**src/rtl/forwarding_hazard_unit.sv**
```systemverilog
// EX-stage operand forwarding selectors and load-use stall/bubble control for a 5-stage MIPS pipeline.
// Optional FWD_STATS_EN adds forward/stall event counters.
module fwd_operand_sel #(
  parameter int REG_ADDR_W = 5
) (
  input  logic [REG_ADDR_W-1:0] src_i,
  input  logic                  used_i,
  input  logic                  ex_wr_i,
  input  logic [REG_ADDR_W-1:0] ex_addr_i,
  input  logic                  mem_wr_i,
  input  logic [REG_ADDR_W-1:0] mem_addr_i,
  output logic [1:0]            sel_o
);
  logic ex_hit, mem_hit;

  assign ex_hit  = used_i & ex_wr_i  & (ex_addr_i  == src_i) & (src_i != '0);
  assign mem_hit = used_i & mem_wr_i & (mem_addr_i == src_i) & (src_i != '0);

  // Youngest producer wins: EX result beats the older MEM result.
  always_comb begin
    sel_o = 2'b00;
    if (ex_hit)       sel_o = 2'b10;
    else if (mem_hit) sel_o = 2'b01;
  end
endmodule

module forwarding_hazard_unit #(
  parameter int REG_ADDR_W = 5
) (
  input  logic                  clk,
  input  logic                  reset,
  input  logic                  hold_in,
  input  logic                  flush_in,
  input  logic [REG_ADDR_W-1:0] id_rs,
  input  logic [REG_ADDR_W-1:0] id_rt,
  input  logic                  id_rs_used,
  input  logic                  id_rt_used,
  input  logic                  id_wr_en,
  input  logic [REG_ADDR_W-1:0] id_wr_addr,
  input  logic                  id_is_load,
  output logic [1:0]            fwd_a_sel,
  output logic [1:0]            fwd_b_sel,
  output logic                  pc_write_en,
  output logic                  ifid_write_en,
  output logic                  idex_bubble
`ifdef FWD_STATS_EN
  ,
  output logic [31:0]           fwd_count,
  output logic [31:0]           stall_count
`endif
);
  localparam int NUM_OPS = 2;

  typedef struct packed {
    logic                  valid;
    logic                  wr_en;
    logic [REG_ADDR_W-1:0] wr_addr;
    logic                  is_load;
  } ex_ent_t;

  // The WB producer is covered by the write-through register file, so only
  // EX and MEM shadows influence anything; MEM no longer needs is_load.
  typedef struct packed {
    logic                  valid;
    logic                  wr_en;
    logic [REG_ADDR_W-1:0] wr_addr;
  } mem_ent_t;

  ex_ent_t  ex_q, ex_d;
  mem_ent_t mem_q;

  logic [NUM_OPS-1:0][REG_ADDR_W-1:0] src;
  logic [NUM_OPS-1:0]                 used;
  logic [NUM_OPS-1:0][1:0]            sel_d, sel_q;

  logic load_use, stall;

  assign src  = {id_rt, id_rs};
  assign used = {id_rt_used, id_rs_used};

  for (genvar g = 0; g < NUM_OPS; g++) begin : g_op
    fwd_operand_sel #(.REG_ADDR_W(REG_ADDR_W)) u_sel (
      .src_i      (src[g]),
      .used_i     (used[g]),
      .ex_wr_i    (ex_q.valid & ex_q.wr_en),
      .ex_addr_i  (ex_q.wr_addr),
      .mem_wr_i   (mem_q.valid & mem_q.wr_en),
      .mem_addr_i (mem_q.wr_addr),
      .sel_o      (sel_d[g])
    );
  end

  // A taken branch kills the consumer, so its dependency cannot stall.
  assign load_use = ex_q.valid & ex_q.is_load & ex_q.wr_en & (ex_q.wr_addr != '0) &
                    ((id_rs_used & (ex_q.wr_addr == id_rs)) |
                     (id_rt_used & (ex_q.wr_addr == id_rt))) & ~flush_in;
  assign stall         = load_use & ~hold_in;
  assign pc_write_en   = ~(stall | hold_in);
  assign ifid_write_en = ~(stall | hold_in);
  assign idex_bubble   = stall | (flush_in & ~hold_in);

  assign ex_d = '{valid: 1'b1, wr_en: id_wr_en, wr_addr: id_wr_addr, is_load: id_is_load};

  always_ff @(posedge clk) begin
    if (!reset) begin
      ex_q  <= '0;
      mem_q <= '0;
      sel_q <= '0;
    end else if (!hold_in) begin
      mem_q <= '{valid: ex_q.valid, wr_en: ex_q.wr_en, wr_addr: ex_q.wr_addr};
      if (idex_bubble) begin
        ex_q  <= '0;
        sel_q <= '0;
      end else begin
        ex_q  <= ex_d;
        sel_q <= sel_d;
      end
    end
  end

  assign fwd_a_sel = sel_q[0];
  assign fwd_b_sel = sel_q[1];

`ifdef FWD_STATS_EN
  logic [31:0] fwd_count_q, stall_count_q;

  always_ff @(posedge clk) begin
    if (!reset) begin
      fwd_count_q   <= '0;
      stall_count_q <= '0;
    end else begin
      if (!hold_in && !idex_bubble && (|sel_d)) fwd_count_q <= fwd_count_q + 32'd1;
      if (stall) stall_count_q <= stall_count_q + 32'd1;
    end
  end

  assign fwd_count   = fwd_count_q;
  assign stall_count = stall_count_q;
`endif
endmodule
```
**config.mk**
```make
export PLATFORM = sky130hd
export DESIGN_NAME = forwarding_hazard_unit
export DESIGN_NICKNAME = d
export VERILOG_FILES = /design/src/rtl/forwarding_hazard_unit.sv
export SDC_FILE = /design/constraint.sdc
export NUM_CORES = 1
export LEC_CHECK = 0
export ABC_AREA = 1
export CORE_MARGIN = 10
export CORE_UTILIZATION = 56
export DETAILED_ROUTE_END_ITERATION = 7
export PLACE_DENSITY = 0.86
export SKIP_LAST_GASP = 1
export SYNTH_ARGS = -nofsm -noshare
export SYNTH_HDL_FRONTEND = slang
export SYNTH_HIERARCHICAL = 1
export SYNTH_SLANG_ARGS = --single-unit
```
**constraint.sdc**
```tcl
create_clock -name clk -period 2.46 [get_ports clk]
set_clock_uncertainty 0.1 [all_clocks]
set_input_delay 0.492 -clock clk [delete_from_list [all_inputs] [get_ports clk]]
set_output_delay 0.492 -clock clk [all_outputs]
set_load 0.1 [all_outputs]
```
# Word-level counts from Yosys, hierarchy flattened
# Index checks and enable logic that the tools add are counted.
# word_totals
output_inout_bits	7
wordCells	51
regBits	19
# op_classes
reduce_logical	3
muxes	6
n_eq_ne	4
bitwise	29
# op_table
cell	count
$and 1x1->1	23
$eq 5x5->1	4
$reduce_bool 5->1	3
$mux 8	1
$mux 2	2
$mux 4	1
$not 1->1	3
$or 1x1->1	3
$mux 1	2

# Logic depth before layout (Yosys ltp)
# Gate-level depths: netlist of the first run.
# logic_depth
depth_word	8
ltp_mapped	11

# Modules after synthesis
# The synthesis of the first run kept the hierarchy.
# by_module_without_submodules
module	cells_per_inst	instances	area_each_um2	seq_area_each_um2
forwarding_hazard_unit	147	1	978.4	380.4
fwd_operand_sel	61	2	272.8	0.0

# Worst setup path after synthesis of the first run
# No wires, ideal clock.
# synth_path
path_kind	in2out
from	in id_rt[0]
to	out pc_write_en
t_required_ns	1.868
path_slack_ns	-0.205
arrival_ns	2.073
n_path_buf	2
path_stages	11
cell_sequence	inv_1 -> nand2_1 -> nand2_1 -> nor2_1 -> nand3_1 -> nand2_1 -> nand2_2 -> buf_6 -> o21ai_2 -> inv_1 -> buf_4
# synth_between
elab_chain_len	8
# synth_lines
element	line	source
start: declaration	35	input logic [REG_ADDR_W-1:0] id_rt,
$eq 5x5->1	96	(id_rt_used & (ex_q.wr_addr == id_rt))) & ~flush_in;
$and 1x1->1	96	
$or 1x1->1	95	((id_rs_used & (ex_q.wr_addr == id_rs)) |
$and 1x1->1	94	assign load_use = ex_q.valid & ex_q.is_load & ex_q.wr_en & (ex_q.wr_addr != '0) &
$and 1x1->1	96	
$and 1x1->1	97	assign stall = load_use & ~hold_in;
$or 1x1->1	n/a	
$not 1->1	n/a	
end: declaration	43	output logic pc_write_en,
# Every way passes these cells.

# Worst setup path after layout of the first run
# layout_path
from	reg ex_q[5] in the netlist's numbering
to	out pc_write_en
# layout_between
elab_chain_len	8
# layout_lines
element	line	source
start: declaration	69	ex_ent_t ex_q, ex_d;
start signal: assignment	106	ex_q <= '0;
start signal: assignment	112	ex_q <= '0;
start signal: assignment	115	ex_q <= ex_d;
$eq 5x5->1 (on tied branches)	95, 96	
$and 1x1->1 (on tied branches)	95, 96	
$or 1x1->1	95	
$and 1x1->1 (*)	94	
$and 1x1->1 (*)	96	
$and 1x1->1 (*)	97	
$or 1x1->1 (*)	98	assign pc_write_en = ~(stall | hold_in);
$not 1->1 (*)	98	
# Mark *: on every way between the ends. The rest lies on a longest branch, timed or not.

==> results of run 1 <==
[layout make-up]
class                   count  area, µm²  area share [%]
well taps                  30       37.5            1.87
flip-flops and latches     19        394            19.6
repair buffers             51        462            23.0
inverters                  54        206            10.3
multi-input cells         187        881            43.9
clock buffers               4       26.3            1.31
[placed cells by master, fill, tap and decap left out, types with 2 or more instances in the layout]
cell type,synthesis,final
nand2_1,96,95
inv_1,40,39
buf_4,3,26
nor2_1,24,21
a21oi_1,20,20
inv_2,14,14
nand4_1,14,14
dfxtp_1,19,14
dlygate4sd2_1,0,11
clkdlybuf4s50_1,0,10
nand2_2,9,9
o21ai_0,8,8
nor2_2,2,5
nand3_1,5,4
nor2_4,4,4
clkbuf_4,0,3
dfxtp_4,0,3
buf_12,0,3
dfxtp_2,0,2
xnor2_1,2,2
nor3_1,2,2
[per-layer routing]
layer	vias to the layer above	global-route usage [%]	part of all wire [%]	wire [µm]
met5	-	0	0	0
met4	0	9.03	2.9	123
met3	13	4.35	7.5	317
met2	51	26.6	48	2020
met1	772	18.9	41	1740
li1	910	-	-	-
[repair_timing]
item	4_1_cts	5_1_grt
setup endpoints to repair	3	3
resized for setup	14	12
pin swaps	4	6
setup buffers	1	2
[worst max-delay path, cell delays in order (launching register included)]
cell,delay (ns)
dfxtp_4,0.38
buf_4,0.15
nand2_1,0.06
nand2_1,0.05
nor2_1,0.09
nand3_1,0.10
nand2_2,0.08
nand2_4,0.07
o21ai_4,0.14
clkinvlp_4,0.15
buf_12,0.19
[worst max path at each step]
stage	start	endpoint	slack [ns]	cells past startpoint
2_1_floorplan	id_rt[0]	pc_write_en	-0.10	11
3_3_place_gp	id_rt[3]	ifid_write_en	-0.14	11
3_5_place_dp	id_rt[3]	ifid_write_en	-0.18	11
4_1_cts	ex_q[2]	ifid_write_en	0.01	10
5_1_grt	ex_q[4]	ifid_write_en	-0.02	10
6_report	ex_q[5]	pc_write_en	0.10	10
[registers in the layout, summed over array words and instances (netlist names)]
register	cells
ex_q	8
mem_q	7
fwd_a_sel	2
fwd_b_sel	2
[cell families after synthesis]
logic type / Yosys count / share of synthesized area [%]
AO/OA/AOI/OAI: 29 / 9.77
XOR/XNOR: 2 / 1.15
buffers and inverters: 63 / 19.0
flip-flops: 19 / 25.0
AND/OR/NAND/NOR: 156 / 45.1
[metrics by stage]
| step | worst slack [ns] | instances | utilization [%] |
|---|---|---|---|
| CTS | 0.0145 | 345 | 77.7 |
| finish | 0.102 | 345 | 78.9 |
| floorplan | -0.100 | 269 | - |
| global route | -0.0177 | 345 | 78.9 |
| global placement | -0.142 | 340 | 76.8 |
| detailed placement | -0.184 | 340 | 76.8 |
[power by group]
| group | switching (mW) | total, mW | internal [mW] |
|---|---|---|---|
| clock network | 0.101 | 0.164 | 0.0635 |
| registers | 0.0160 | 0.334 | 0.318 |
| logic | 0.123 | 0.218 | 0.0952 |
| total | 0.240 | 0.716 | 0.477 |
==> results.txt, run 1 <==
iteration-0 DRC count of the detailed router - 112
Die ar. - 5210 µm²
ys async rst share - 0%
largest area contributor in the netlist - dfxtp_1
post-route antenna net violation count - 0
capture point of the worst reg-to-reg path - ex_q[0]
Max VDD drop - 0.000399 V
Worst R2R Setup Slack - 0.82 ns
commonest cells in the netlist - 96 x nand2_1, 40 x inv_1, 24 x nor2_1
Num Clock Sinks - 19
fin. max-slew vios - 0
share of the clock period used by the worst path - 95.9%
Clock Latency Late Sink - 0.31 ns
PortBufs - 29
drt drc - 0
share of cells above drive strength 1 - 23.2%
Tmin final - 2.36 ns
number of synthesized flops with an enable pin - 0
worst hold path depth - 2
post-DR wirelength/cell - 12.2 µm
ys flop type - dfxtp_1
die width - 72.2 µm
synth warn - 6
core footprint - 2540 µm²
syn_area_per_cell - 5.67 µm²
layout net count - 339
Crit. End Element - primary output
worst r2r src - ex_q[5]
I/O pins - 30
overall power - 0.716 mW
vias in the first global route - 1,657
Critical Path Start Type - register
CTS Buf Count - 3
required time worst endpoint - 1.87 ns
CTS clk-pin slew, worst paths - 0.10 ns
Worst Tran Pin Value - 0.338 ns
first-pass GRT wire length - 7070 µm
Post-Layout Inst Area - 2010 µm²
CP Class - register to primary output
TritonCTS clock tree - yes
flops & latches, synth - 19
via count - 1,746
RePlAce Congestion - 0.888
WP data arrival - 1.77 ns
# rows - 18
post-synthesis cell type count - 19
CTS root buf - clkbuf_4
setup TNS - 0 ns
Power Density - 357 nW/µm²
clock buffer depth - 2
H-Tree Level Count - 1
max-cap violation count - 0
most common cell in the synthesized netlist - nand2_1
Mapped Cells - 269
normalized max-slew margin - 77.4%
Synthesized Nets - 292
area of placed instances - 1950 µm²
Synth area leaders - dfxtp_1 25%, nand2_1 24%, inv_1 9.9%
initial antenna violation count - 0
Die H - 72.2 µm
hpwl dp - 3440 µm
cell area after synthesis - 1520 µm²
vias per inst - 5.06
Inserted Diodes - 0
Final setup viols - 0
final hold violation count - 0
worst reg2reg path depth - 11
DRT Wirelength - 4200 µm
hold endpoint - fwd_b_sel[0]
HP Class - register to register
global route total overflow - 0
leakage - 1.03 nW
Fmax - 424 MHz
Initial Util - 59.9%
largest net degree at the start of global routing - 15
gr usage total - 16.3%
min-delay src - fwd_b_sel[0]
DRT Pass-1 Iters - 5
status - finished, final reports clean
Area Overhead vs Synth - 31.7%
post-synthesis sequential area ratio - 25.0%
Hold-fix buffers, CTS - 0
Worst Path Max Fanout - 6
top cell type's share of synthesized area - 25.0%
final hold slack - 0.372 ns
fill cell total of the finished layout - 213
(Power assumes the default switching activity.)
==> run 2, diff against run 1 <==
Settings changed: CTS_CLUSTER_SIZE set to 28, PLACE_DENSITY 0.86 to 0.87.
==> run 2 against run 1 <==
  * Cell area up 0.44%
  * Register-to-register slack about the same
  * Largest power group unchanged
  * Critical path depth stayed put
  * Critical endpoint unchanged
  * Final cell count up 0.29%
  * Sequential cell count is the same
  * Clock-buffer cell count decreased by 1
  * Sequential power about the same
  * Clock power down 3%
  * First-iteration DRC count up 0.89%
  * Non-clock buffer count rose by 1
  * Combinational power about the same
  * Via count is 1.1% higher
==> results.txt, run 2 (same netlist as run 1, synthesis figures left out) <==
top cell family by delay on the critical path - buffers and inverters (unchanged)
iteration-0 DRC count of the detailed router - 113 (was 112)
Critical Path Max Stage Delay - 0.28 ns (was 0.38 ns)
share of cells above drive strength 1 - 24.1% (was 23.2%)
Die H - 72.2 µm (unchanged)
most common cell after layout, fill and taps aside - nand2_1 (unchanged)
status - finished, final reports clean (unchanged)
Hold-fix buffers, CTS - 0 (unchanged)
post-route antenna net violation count - 0 (unchanged)
Clock Latency Late Sink - 0.29 ns (was 0.31 ns)
RePlAce Congestion - 0.926 (was 0.888)
TritonCTS clock tree - yes (unchanged)
share of the clock period used by the worst path - 96.1% (was 95.9%)
via count - 1,765 (was 1,746)
global route total overflow - 0 (unchanged)
fin util - 79.2% (was 78.9%)
Reg with most FFs - ex_q (unchanged)
Placed Cells - 339 (was 340)
largest net degree at the start of global routing - 16 (was 15)
fill cell total of the finished layout - 192 (was 213)
Fmax - 423 MHz (was 424 MHz)
required time worst endpoint - 1.87 ns (about the same)
max-cap violation count - 0 (unchanged)
Final setup viols - 0 (unchanged)
most frequent cells in the layout - 93 x nand2_1, 39 x inv_1, 24 x buf_4 (was 95 x nand2_1, 39 x inv_1, 26 x buf_4)
clock buffer depth - 2 (unchanged)
die width - 72.2 µm (unchanged)
setup TNS - 0 ns (unchanged)
drt drc - 0 (unchanged)
PortBufs - 29 (unchanged)
Crit. End Element - primary output (unchanged)
CTS root buf - clkbuf_4 (unchanged)
Power Density - 353 nW/µm² (was 357 nW/µm²)
crit-path cells - dlygate4sd2_1 > nand2_1 > nand2_2 > nor2_1 > nand3_1 > nand2_1 > nand2_2 > o21ai_4 > clkinvlp_4 > buf_12 (was buf_4 > nand2_1 > nand2_1 > nor2_1 > nand3_1 > nand2_2 > nand2_4 > o21ai_4 > clkinvlp_4 > buf_12)
Max VDD drop - 0.000395 V (was 0.000399 V)
CP max stage cell - dlygate4sd2_1 (was dfxtp_4)
WP data arrival - 1.77 ns (about the same)
DRT Pass-1 Iters - 4 (was 5)
biggest regs - ex_q: 8 flops, mem_q: 7 flops (unchanged)
H-Tree Level Count - 1 (unchanged)
Die ar. - 5210 µm² (unchanged)
normalized max-slew margin - 77.9% (was 77.4%)
Worst Path Max Fanout - 4 (was 6)
initial antenna violation count - 0 (unchanged)
Area Overhead vs Synth - 32.3% (was 31.7%)
hpwl dp - 3320 µm (was 3440 µm)
final hold violation count - 0 (unchanged)
# rows - 18 (unchanged)
Bufs and invs on worst path - 3 (unchanged)
max FFs per register - 8 (unchanged)
area of placed instances - 1950 µm² (about the same)
core footprint - 2540 µm² (unchanged)
CP Class - primary input to primary output (was register to primary output)
Post-Layout Inst Area - 2020 µm² (was 2010 µm²)
CTS clk-pin slew, worst paths - 0.11 ns (was 0.10 ns)
Tmin final - 2.36 ns (about the same)
DRT Wirelength - 4210 µm (was 4200 µm)
Non-Filler Instances - 346 (was 345)
fin. max-slew vios - 0 (unchanged)
overall power - 0.712 mW (was 0.716 mW)
gr usage total - 15.8% (was 16.3%)
vias in the first global route - 1,607 (was 1,657)
Initial Util - 59.9% (unchanged)
leakage - 1.02 nW (was 1.03 nW)
HP Class - register to register (unchanged)
Worst Tran Pin Value - 0.332 ns (was 0.338 ns)
vias per inst - 5.10 (was 5.06)
layout net count - 340 (was 339)
Critical Path Start Type - primary input (was register)
CTS Buf Count - 3 (unchanged)
first-pass GRT wire length - 6960 µm (was 7070 µm)
post-DR wirelength/cell - 12.2 µm (about the same)
Inserted Diodes - 0 (unchanged)
Num Clock Sinks - 19 (unchanged)
I/O pins - 30 (unchanged)
run 2: worst paths after layout:
path                                    from           end  slack [ns]  depth (start not counted)
worst max-delay path                id_rs[3]   pc_write_en         0.1                         10
worst min-delay path            fwd_b_sel[0]  fwd_b_sel[0]        0.37                          2
worst max register to register       ex_q[3]       ex_q[0]        0.83                         11
worst min register to register  fwd_b_sel[0]  fwd_b_sel[0]        0.37                          2
run 2: repair_timing:
action,CTS,global route
hold endpoints to repair,0,0
endpoints found under the setup margin,3,3
pin swaps,3,10
setup buffers,1,2
gates resized for setup,13,23
run 2: through the flow:
| stage | hold slack, ns | setup slack (ns) |
|---|---|---|
| final | 0.371 | 0.0953 |
| after global routing | 0.411 | -0.00779 |
| after CTS | 0.373 | 0.0355 |
| after detailed placement | 0.356 | -0.176 |
| after global placement | 0.353 | -0.161 |
| after floorplan | 0.346 | -0.100 |
run 2: per-layer routing:
layer / GRT usage (%) / up-vias / part of all wire, %
met2: 27.6 / 67 / 49
met4: 3.44 / 0 / 1.7
li1: - / 914 / -
met5: 0 / - / 0
met3: 3.67 / 14 / 9.3
met1: 18.9 / 770 / 40
run 2: final cells by class:
| cell class | instances | area, µm² | share of cell area, % |
|---|---|---|---|
| clock buffers | 3 | 22.5 | 1.12 |
| clock inverters | 1 | 5.00 | 0.248 |
| inverters | 54 | 206 | 10.2 |
| multi-input cells | 187 | 871 | 43.2 |
| flip-flops and latches | 19 | 394 | 19.6 |
| well taps | 30 | 37.5 | 1.86 |
| repair buffers | 52 | 479 | 23.8 |
run 2: worst register-to-register path: stages, from the launching register on:
cell and delay, ns:
dfxtp_4 0.38, buf_6 0.13, nand2_2 0.06, nand2_2 0.04
nor2_1 0.09, nand3_1 0.08, nand2_1 0.09, nand2_2 0.09
buf_4 0.14, buf_4 0.16, nand4_1 0.07, a21oi_1 0.07
run 2: report_power, final:
group | total, mW | leakage (nW) | switching [mW] | internal (mW)
Sequential | 0.332 | 0.159 | 0.0145 | 0.318
Clock | 0.159 | 0.0177 | 0.0982 | 0.0605
Combinational | 0.221 | 0.842 | 0.124 | 0.0968
Total | 0.712 | 1.02 | 0.236 | 0.475
==> run 3, diff against run 2 <==
Settings changed: CORE_ASPECT_RATIO set to 1.75.
==> run 3 against run 2 <==
  * Die area is 1.6% higher
  * Final cell count is 2.0% lower
  * Clock-buffer cell count stayed put
  * Non-clock buffer count is 4 lower
  * Sequential cell count stayed put
  * Power is 7.6% higher
  * First-iteration DRC count is 18% lower
  * Routed wire length is 3.2% lower
  * Cell area is 1.5% lower
  * Largest power group unchanged
  * Register-to-register slack hardly changed
  * Highest routed layer unchanged
  * Largest cell class unchanged
  * Utilization is 4.5 points lower
==> results.txt, run 3 (same netlist as run 1, synthesis figures left out) <==
status - finished, final reports clean (unchanged)
Fmax - 428 MHz (was 423 MHz)
Tmin final - 2.34 ns (was 2.36 ns)
vias per inst - 5.12 (was 5.10)
DRT Wirelength - 4070 µm (was 4210 µm)
Die ar. - 5290 µm² (was 5210 µm²)
CTS Buf Count - 3 (unchanged)
Reg with most FFs - ex_q (unchanged)
I/O pins - 30 (unchanged)
global route total overflow - 0 (unchanged)
Non-Filler Instances - 339 (was 346)
TritonCTS clock tree - yes (unchanged)
Worst R2R Setup Slack - 0.82 ns (was 0.83 ns)
initial antenna violation count - 0 (unchanged)
setup ws final - 0.122 ns (was 0.0953 ns)
max-cap violation count - 0 (unchanged)
Initial Util - 57.3% (was 59.9%)
core footprint - 2660 µm² (was 2540 µm²)
normalized max-slew margin - 77.9% (about the same)
Inserted Diodes - 0 (unchanged)
leakage - 1.01 nW (was 1.02 nW)
worst hold path depth - 2 (unchanged)
vias in the first global route - 1,530 (was 1,607)
worst r2r src - ex_q[2] (was ex_q[3])
hold endpoint - fwd_a_sel[1] (was fwd_b_sel[0])
# rows - 25 (was 18)
Clock Latency Late Sink - 0.26 ns (was 0.29 ns)
largest net degree at the start of global routing - 16 (unchanged)
Worst Path Max Fanout - 3 (was 4)
Worst Tran Pin Value - 0.331 ns (was 0.332 ns)
CP Class - primary input to primary output (unchanged)
gr usage total - 15.8% (about the same)
Final setup viols - 0 (unchanged)
RePlAce Congestion - 0.933 (was 0.926)
most frequent CP cell - nand2_1
post-DR wirelength/cell - 12.0 µm (was 12.2 µm)
CP max stage cell - dlygate4sd2_1 (unchanged)
DRT Pass-1 Iters - 4 (unchanged)
final hold slack - 0.368 ns (was 0.371 ns)
die width - 59.4 µm (was 72.2 µm)
drt drc - 0 (unchanged)
required time worst endpoint - 1.87 ns (about the same)
Max VDD drop - 0.000435 V (was 0.000395 V)
iteration-0 DRC count of the detailed router - 93 (was 113)
fin. max-slew vios - 0 (unchanged)
clock buffer depth - 2 (unchanged)
HP Class - register to register (unchanged)
most common cell after layout, fill and taps aside - nand2_1 (unchanged)
Critical Path Max Stage Delay - 0.23 ns (was 0.28 ns)
Area Overhead vs Synth - 30.3% (was 32.3%)
min-delay src - fwd_a_sel[1] (was fwd_b_sel[0])
share of cells above drive strength 1 - 21.8% (was 24.1%)
layout net count - 336 (was 340)
setup TNS - 0 ns (unchanged)
unrepaired setup endpoints after global routing - no
first-pass GRT wire length - 6650 µm (was 6960 µm)
final hold violation count - 0 (unchanged)
Post-Layout Inst Area - 1990 µm² (was 2020 µm²)
H-Tree Level Count - 1 (unchanged)
hpwl dp - 3300 µm (was 3320 µm)
via count - 1,736 (was 1,765)
WP data arrival - 1.75 ns (was 1.77 ns)
Die H - 89.0 µm (was 72.2 µm)
PortBufs - 29 (unchanged)
CTS clk-pin slew, worst paths - 0.07 ns (was 0.11 ns)
most frequent cells in the layout - 96 x nand2_1, 39 x inv_1, 23 x buf_4 (was 93 x nand2_1, 39 x inv_1, 24 x buf_4)
capture point of the worst reg-to-reg path - fwd_b_sel[1] (was ex_q[0])
biggest regs - ex_q: 8 flops, mem_q: 7 flops (unchanged)
crit-path cells - dlygate4sd2_1 > inv_1 > nand2_1 > nand2_1 > nor2_2 > nand3_1 > nand2_1 > nand2_2 > o21ai_4 > clkinvlp_4 > buf_12 (was dlygate4sd2_1 > nand2_1 > nand2_2 > nor2_1 > nand3_1 > nand2_1 > nand2_2 > o21ai_4 > clkinvlp_4 > buf_12)
Num Clock Sinks - 19 (unchanged)
worst reg2reg path depth - 11 (unchanged)
Crit. End Element - primary output (unchanged)
area of placed instances - 1920 µm² (was 1950 µm²)
max FFs per register - 8 (unchanged)
CTS root buf - clkbuf_8 (was clkbuf_4)
overall power - 0.766 mW (was 0.712 mW)
post-route antenna net violation count - 0 (unchanged)
Power Density - 386 nW/µm² (was 353 nW/µm²)
fin util - 74.7% (was 79.2%)
share of the clock period used by the worst path - 95.1% (was 96.1%)
Placed Cells - 333 (was 339)
Critical Path Start Type - primary input (unchanged)
Setup WS pre-CTS - -0.171 ns (was -0.176 ns)
==> run 3: final cells by class <==
class / count / area, µm²
repair buffers: 48 / 442
flip-flops and latches: 19 / 392
inverters: 54 / 206
fillers: 220 / 673
clock inverters: 1 / 5.00
clock buffers: 3 / 41.3
multi-input cells: 187 / 866
well taps: 27 / 33.8
==> run 3: worst max-delay path: cells and delay by family <==
| kind | cells | cell delay, ns |
|---|---|---|
| AOI/OAI and AO/OA | 1 | 0.15 |
| buffers and inverters | 4 | 0.62 |
| and+or+nand+nor | 6 | 0.49 |
==> run 3: worst max-delay path by stage <==
stage	from	slack (ns)	to	cells after the start
final	id_rt[1]	0.12	ifid_write_en	11
after global routing	id_rt[0]	0.03	pc_write_en	11
after CTS	ex_q[1]	0.03	ifid_write_en	10
after detailed placement	id_rt[4]	-0.17	ifid_write_en	11
after global placement	id_rt[1]	-0.14	ifid_write_en	11
after floorplan	id_rt[0]	-0.10	pc_write_en	11
==> run 3: power breakdown <==
| part | internal (mW) | switching (mW) |
|---|---|---|
| sequential | 0.319 | 0.0144 |
| combinational | 0.0919 | 0.121 |
| clock | 0.113 | 0.106 |
==> run 3: what timing repair did <==
action | in CTS | in global routing
endpoints found under the setup margin | 3 | 3
hold buffers | 0 | 0
buffers inserted | 2 | 0
resized for setup | 14 | 9
pin swaps | 5 | 3
==> run 3: per-layer routing <==
layer,wire [µm],vias up,global-route usage (%)
met4,152,0,5.87
met3,277,14,3.98
li1,-,903,-
met2,2200,58,29.0
met1,1440,761,16.2
met5,0,-,0
